File: src/rtl/psram_qpi_burst_ctrl.sv
// QPI PSRAM controller: runs the power-up / QPI-enter sequence on its own, then
// serves 16-bit single- or multi-word read/write bursts through a valid/ready port.
module psram_qpi_burst_ctrl #(
  parameter int INIT_DELAY  = 12800,
  parameter int WAIT_CYCLES = 6,
  parameter int MAX_BURST   = 4,
  parameter int LEN_W       = $clog2(MAX_BURST + 1)
) (
  input  logic             mem_clk,
  input  logic             rst,
  output logic             init_done,
  input  logic             req_valid,
  output logic             req_ready,
  input  logic             req_write,
  input  logic [22:0]      req_addr,
  input  logic [LEN_W-1:0] req_len,
  input  logic [15:0]      wr_data,
  output logic             wr_ready,
  output logic [15:0]      rd_data,
  output logic             rd_valid,
  output logic             done,
  output logic             err,
  output logic             mem_ce,
  output logic             mem_sck_en,
  output logic [3:0]       mem_sio_o,
  output logic [3:0]       mem_sio_oe,
  input  logic [3:0]       mem_sio_i
);
  localparam int CNT_W = $clog2(INIT_DELAY + 4 * MAX_BURST + WAIT_CYCLES + 8);
  localparam int PW    = LEN_W + 11;

  typedef enum logic [3:0] {
    S_INIT_WAIT, S_SPI_CMD, S_GAP, S_IDLE, S_REJECT,
    S_CMD, S_ADDR, S_WAIT, S_DATA
  } state_e;

  state_e           state_q, state_d;
  logic [CNT_W-1:0] cnt_q, cnt_d;
  logic [1:0]       init_idx_q, init_idx_d;
  logic             init_done_q, init_done_d;
  logic             write_q, write_d;
  logic [22:0]      addr_q, addr_d;
  logic [LEN_W-1:0] len_q, len_d;
  logic [15:0]      wr_word_q, wr_word_d;
  logic [11:0]      rd_shift_q;
  logic [15:0]      rd_data_q;
  logic             rd_valid_q;

  logic [22:0]      req_addr_even;
  logic [PW-1:0]    page_end;
  logic             req_bad;
  logic [CNT_W-1:0] last_nib;
  logic [7:0]       spi_byte;
  logic [7:0]       qpi_cmd;
  logic [23:0]      addr_word;

  assign req_addr_even = req_addr & ~23'd1;
  assign page_end      = PW'(req_addr_even[9:0]) + PW'({req_len, 1'b0});
  assign req_bad       = (req_len == '0) || (req_len > LEN_W'(MAX_BURST)) ||
                         (page_end > PW'(1024));
  assign last_nib      = (CNT_W'(len_q) << 2) - CNT_W'(1);
  assign qpi_cmd       = write_q ? 8'h38 : 8'hEB;
  assign addr_word     = {1'b0, addr_q};

  assign init_done  = init_done_q;
  assign rd_data    = rd_data_q;
  assign rd_valid   = rd_valid_q;
  assign mem_sck_en = ~mem_ce;

  always_comb begin
    case (init_idx_q)
      2'd0:    spi_byte = 8'h66;
      2'd1:    spi_byte = 8'h99;
      default: spi_byte = 8'h35;
    endcase
  end

  // NOTE: every next-state value and output gets a default before the case,
  // so no path through this block can leave a latch behind.
  always_comb begin
    state_d     = state_q;
    cnt_d       = cnt_q + 1'b1;
    init_idx_d  = init_idx_q;
    init_done_d = init_done_q;
    write_d     = write_q;
    addr_d      = addr_q;
    len_d       = len_q;
    wr_word_d   = wr_word_q;
    req_ready   = 1'b0;
    wr_ready    = 1'b0;
    done        = 1'b0;
    err         = 1'b0;
    mem_ce      = 1'b1;
    mem_sio_o   = 4'h0;
    mem_sio_oe  = 4'h0;

    case (state_q)
      S_INIT_WAIT: begin
        if (cnt_q == CNT_W'(INIT_DELAY - 1)) begin
          state_d = S_SPI_CMD;
          cnt_d   = '0;
        end
      end
      S_SPI_CMD: begin
        mem_ce     = 1'b0;
        mem_sio_oe = 4'b0001;
        mem_sio_o  = {3'b000, spi_byte[~cnt_q[2:0]]};
        if (cnt_q == CNT_W'(7)) begin
          state_d = S_GAP;
          cnt_d   = '0;
        end
      end
      S_GAP: begin
        // After a burst the IDLE cycle is the second CE-high cycle, so a
        // request held pending restarts CE exactly two cycles later.
        if (init_done_q) begin
          done    = 1'b1;
          state_d = S_IDLE;
          cnt_d   = '0;
        end else if (cnt_q == CNT_W'(1)) begin
          cnt_d = '0;
          if (init_idx_q == 2'd2) begin
            state_d     = S_IDLE;
            init_done_d = 1'b1;
          end else begin
            init_idx_d = init_idx_q + 2'd1;
            state_d    = S_SPI_CMD;
          end
        end
      end
      S_IDLE: begin
        req_ready = init_done_q;
        cnt_d     = '0;
        if (req_valid && init_done_q) begin
          write_d   = req_write;
          addr_d    = req_addr_even;
          len_d     = req_len;
          wr_word_d = wr_data;
          state_d   = req_bad ? S_REJECT : S_CMD;
        end
      end
      S_REJECT: begin
        err     = 1'b1;
        state_d = S_IDLE;
        cnt_d   = '0;
      end
      S_CMD: begin
        mem_ce     = 1'b0;
        mem_sio_oe = 4'hF;
        mem_sio_o  = cnt_q[0] ? qpi_cmd[3:0] : qpi_cmd[7:4];
        if (cnt_q[0]) begin
          state_d = S_ADDR;
          cnt_d   = '0;
        end
      end
      S_ADDR: begin
        mem_ce     = 1'b0;
        mem_sio_oe = 4'hF;
        case (cnt_q[2:0])
          3'd0:    mem_sio_o = addr_word[23:20];
          3'd1:    mem_sio_o = addr_word[19:16];
          3'd2:    mem_sio_o = addr_word[15:12];
          3'd3:    mem_sio_o = addr_word[11:8];
          3'd4:    mem_sio_o = addr_word[7:4];
          default: mem_sio_o = addr_word[3:0];
        endcase
        if (cnt_q == CNT_W'(5)) begin
          cnt_d   = '0;
          state_d = (write_q || WAIT_CYCLES == 0) ? S_DATA : S_WAIT;
        end
      end
      S_WAIT: begin
        mem_ce = 1'b0;
        if (cnt_q == CNT_W'(WAIT_CYCLES - 1)) begin
          state_d = S_DATA;
          cnt_d   = '0;
        end
      end
      S_DATA: begin
        mem_ce = 1'b0;
        if (write_q) begin
          mem_sio_oe = 4'hF;
          case (cnt_q[1:0])
            2'd0:    mem_sio_o = wr_word_q[15:12];
            2'd1:    mem_sio_o = wr_word_q[11:8];
            2'd2:    mem_sio_o = wr_word_q[7:4];
            default: mem_sio_o = wr_word_q[3:0];
          endcase
          if (cnt_q[1:0] == 2'd3 && cnt_q != last_nib) begin
            wr_ready  = 1'b1;
            wr_word_d = wr_data;
          end
        end
        if (cnt_q == last_nib) begin
          state_d = S_GAP;
          cnt_d   = '0;
        end
      end
      default: state_d = S_INIT_WAIT;
    endcase
  end

  // NOTE: sequential state uses non-blocking assignments so every register
  // samples pre-edge values, independent of statement order.
  always_ff @(posedge mem_clk or posedge rst) begin
    if (rst) begin
      state_q     <= S_INIT_WAIT;
      cnt_q       <= '0;
      init_idx_q  <= 2'd0;
      init_done_q <= 1'b0;
      write_q     <= 1'b0;
      addr_q      <= '0;
      len_q       <= '0;
      wr_word_q   <= '0;
    end else begin
      state_q     <= state_d;
      cnt_q       <= cnt_d;
      init_idx_q  <= init_idx_d;
      init_done_q <= init_done_d;
      write_q     <= write_d;
      addr_q      <= addr_d;
      len_q       <= len_d;
      wr_word_q   <= wr_word_d;
    end
  end

  always_ff @(posedge mem_clk or posedge rst) begin
    if (rst) begin
      rd_shift_q <= '0;
      rd_data_q  <= '0;
      rd_valid_q <= 1'b0;
    end else if (state_q == S_DATA && !write_q) begin
      rd_shift_q <= {rd_shift_q[7:0], mem_sio_i};
      rd_valid_q <= (cnt_q[1:0] == 2'd3);
      if (cnt_q[1:0] == 2'd3) rd_data_q <= {rd_shift_q, mem_sio_i};
    end else begin
      rd_valid_q <= 1'b0;
    end
  end
endmodule
File: config.mk
export PLATFORM = sky130hd
export DESIGN_NAME = psram_qpi_burst_ctrl
export DESIGN_NICKNAME = d
export VERILOG_FILES = /design/src/rtl/psram_qpi_burst_ctrl.sv
export SDC_FILE = /design/constraint.sdc
export NUM_CORES = 1
export LEC_CHECK = 0
export BUFFER_PORTS_ARGS = -buffer_cell sky130_fd_sc_hd__buf_4
export CAP_MARGIN = 30
export CORE_UTILIZATION = 56
export CTS_CLUSTER_SIZE = 30
export DETAILED_ROUTE_END_ITERATION = 6
export PLACE_DENSITY = 0.8
export SYNTH_ARGS = -nofsm -noshare
export SYNTH_HDL_FRONTEND = slang
export SYNTH_SLANG_ARGS = --single-unit
File: constraint.sdc
create_clock -name mem_clk -period 3 [get_ports mem_clk]
set_input_delay 0.3 -clock mem_clk [delete_from_list [all_inputs] [get_ports mem_clk]]
set_output_delay 0.3 -clock mem_clk [all_outputs]
set_load 0.005 [all_outputs]
==> impl_metrics.tcl <==
set metrics [dict create \
    rows 33 \
    cpMaxStageDelayCell "dfrtp_2" \
    diodes 0 \
    cts_setup_buffers 0 \
    yosysSeqAreaShare_pct 47.56 \
    status "finished, final reports clean" \
    grt_util_all_layers_pct 25.28 \
    crit_path_end_kind "output pin" \
    register_area_sq_um 2303 \
    avgSynthCellArea_sq_um 11.39 \
    min_from "wr_data[4]" \
    ys_seq_elements 92 \
    first_pass_iters 5 \
    switching_power_mw 0.5254 \
    ios 82 \
    criticalPathCategory "flip-flop to output pin" \
    cp_cell_sequence "inv_1 > ha_1 > a222oi_1 > nor2_1 > a21oi_1 > o221ai_1 > buf_4" \
    critical_path.max_stage_delay_ps 500 \
    tightest_slew_ps 526.3 \
    power_density_nw_per_um2 373.4 \
    cap_violations 0 \
    avgViaCountPerCell 5.941 \
    cts_buffers 9 \
    cts.sinks 92 \
    grt_pass1_vias 3595 \
    avgRoutedWirePerCell_um 17.50 \
    worstPathRequired_ps 2700 \
    dominantRegCellSynth "dfrtp_1" \
    grt-ovfl-total 0 \
    crit_buf_inv 2 \
    drc 0 \
    crit_path_start_kind "flip-flop" \
    skew_ps 9.632 \
    leakagePower_nw 2.819 \
    vias 3624 \
    startpoint "cnt_q[0]$_DFF_PP0_" \
    cts_tree "built" \
    fillCellCount 613 \
    area_growth_pct 18.33 \
    hp-class "input pin to flip-flop" \
    drtIter0Drc 256 \
    antenna_found_initial 0 \
    fp.dieW_um 94.98 \
    synth_area_leaders "dfrtp_1, mux2_2, ha_1, mux2_1, nand2_1" \
    r2r_setup_slack_ps 450 \
    p_clk_share_pct 37.0 \
    synth_top_area_share_pct 47.56 \
    clk_pin_slew_ps 90 \
    rr_startpoint "cnt_q[1]$_DFF_PP0_" \
    grt_max_degree 64 \
    slew_headroom_pct 64.42 \
    hold_violations 0 \
    ir_worst_vdd_mv 0.2778 \
    clk_latency_ps 370 \
    synth_top_area_cell "dfrtp_1" \
    path_delay_family "compound AO/OA/AOI/OAI gates" \
    slew_viol_final 0 \
    stdcell_area_sq_um 5728 \
    cts-root-buf "clkbuf_8" \
    place_congestion 0.8477 \
    syn_area_sq_um 4841 \
    synth.most_common_cell "dfrtp_1" \
    drive_gt1_share_pct 36.44 \
    async_flop_share_pct 100.0 \
    setup_viol 0 \
    routed_wl_um 10680 \
    initial_utilization_pct 58.33 \
    cts_buffer_depth 2 \
    intPower_mw 1.614 \
    post-route-period-util_pct 93.45 \
    pwr-share-comb_pct 4.8 \
    final.setup.tns_ps 0 \
    fin_crit_ps 2803 \
    max_freq_mhz 356.7 \
    synth_edf_count 0 \
    h-tree-depth 3 \
    layout.nets 568 \
    synth.top_cells.by_count "dfrtp_1, mux2_2, nand2_1" \
    post-place-ws_ps 463.6 \
    multi_input_area_sq_um 2354 \
    synthCells 425 \
    dp_hpwl_um 7674 \
    yosys_warnings 0 \
    syn_nets 493 \
    worst_slack_ps 196.6 \
    arrival_ps 2500 \
    die_y_um 94.98 \
    grt_pass1_wl_um 17250 \
    switching_share_pct 24.56 \
    antenna_left 0 \
    core_area_sq_um 8299 \
    die_area_sq_um 9020 \
    seqPwrFrac_pct 58.1 \
    placed_area_sq_um 5525 \
    crit_path_max_fanout 12 \
    port_buffers 80 \
    rsz0062_at_grt "false" \
    ys_types 64 \
]
[power groups by stage]
stage	clock [mW]	sequential (mW)	combinational (mW)
after global placement	0	1.27	0.101
after CTS	0.807	1.24	0.106
final	0.792	1.24	0.104
after detailed placement	0	1.27	0.105
after global routing	0.851	1.24	0.116
after floorplan	0	1.27	0.0337
[metal layers]
layer / global-route usage [%] / share of wire [%]
met5: 0 / 0
met2: 40.23 / 48
met4: 9.722 / 1.8
met3: 4.428 / 5.4
met1: 34.51 / 44
[placed cells by master, fill, tap and decap left out, drive strengths merged, types with 17 or more instances in the layout]
master,count
buf,89
dfrtp,92
ha,17
inv,19
mux2,71
nand2,31
nor2,25
nor3,17
o21ai,20
[through the flow]
| step | utilization [%] | total power [mW] | hold WS (ps) | std cells |
|---|---|---|---|---|
| after floorplan | - | 1.302 | 416.8 | 425 |
| after global placement | 66.58 | 1.369 | 350.7 | 593 |
| after detailed placement | 66.58 | 1.373 | 353.2 | 593 |
| after CTS | 68.91 | 2.156 | 142.7 | 610 |
| after global routing | 69.02 | 2.211 | 139.6 | 610 |
| final | 69.02 | 2.139 | 150.3 | 610 |
[worst paths after layout]
check	end	cells past startpoint
min	wr_word_q[4]$_DFFE_PP0P_	2
max in group asynchronous	cnt_q[0]$_DFF_PP0_	4
min reg2reg	rd_data[15]$_DFFE_PP0P_	1
max	mem_sio_o[1]	7
min in group asynchronous	rd_data[2]$_DFFE_PP0P_	3
max reg2reg	state_q[0]$_DFFE_PP0P_	8
[cell type report]
cell class / count / area share, %
Tap cell: 105 / 2.294
Clock inverter: 7 / 1.048
Inverter: 17 / 1.136
Sequential cell: 92 / 40.21
Multi-Input combinational cell: 290 / 41.09
Clock buffer: 9 / 2.163
Timing Repair Buffer: 90 / 12.06
[cells by family after synthesis]
kind of cell | Yosys count | share of synthesized area (%)
buf+inv | 43 | 4.109
mux | 72 | 16.72
xor+xnor | 13 | 2.636
compound gates | 66 | 10.11
simple gates | 121 | 14.06
flops | 92 | 47.56
fa+ha+maj | 18 | 4.807
[sequential cells by signal, summed over array words and instances (netlist names)]
| name | cells |
|---|---|
| rd_valid | 1 |
| wr_word_q | 16 |
| rd_shift_q | 12 |
| init_done | 1 |
| write_q | 1 |
| init_idx_q | 2 |
| len_q | 3 |
| addr_q | 22 |
| cnt_q | 14 |
| rd_data | 16 |
| state_q | 4 |
[timing repair]
item / CTS / global route
hold buffers: 1 / 0
setup endpoints to repair: 0 / 3
endpoints found under the hold margin: 29 / 0
resized for setup: 0 / 3
Note: power is estimated with default switching activity, not from simulation.
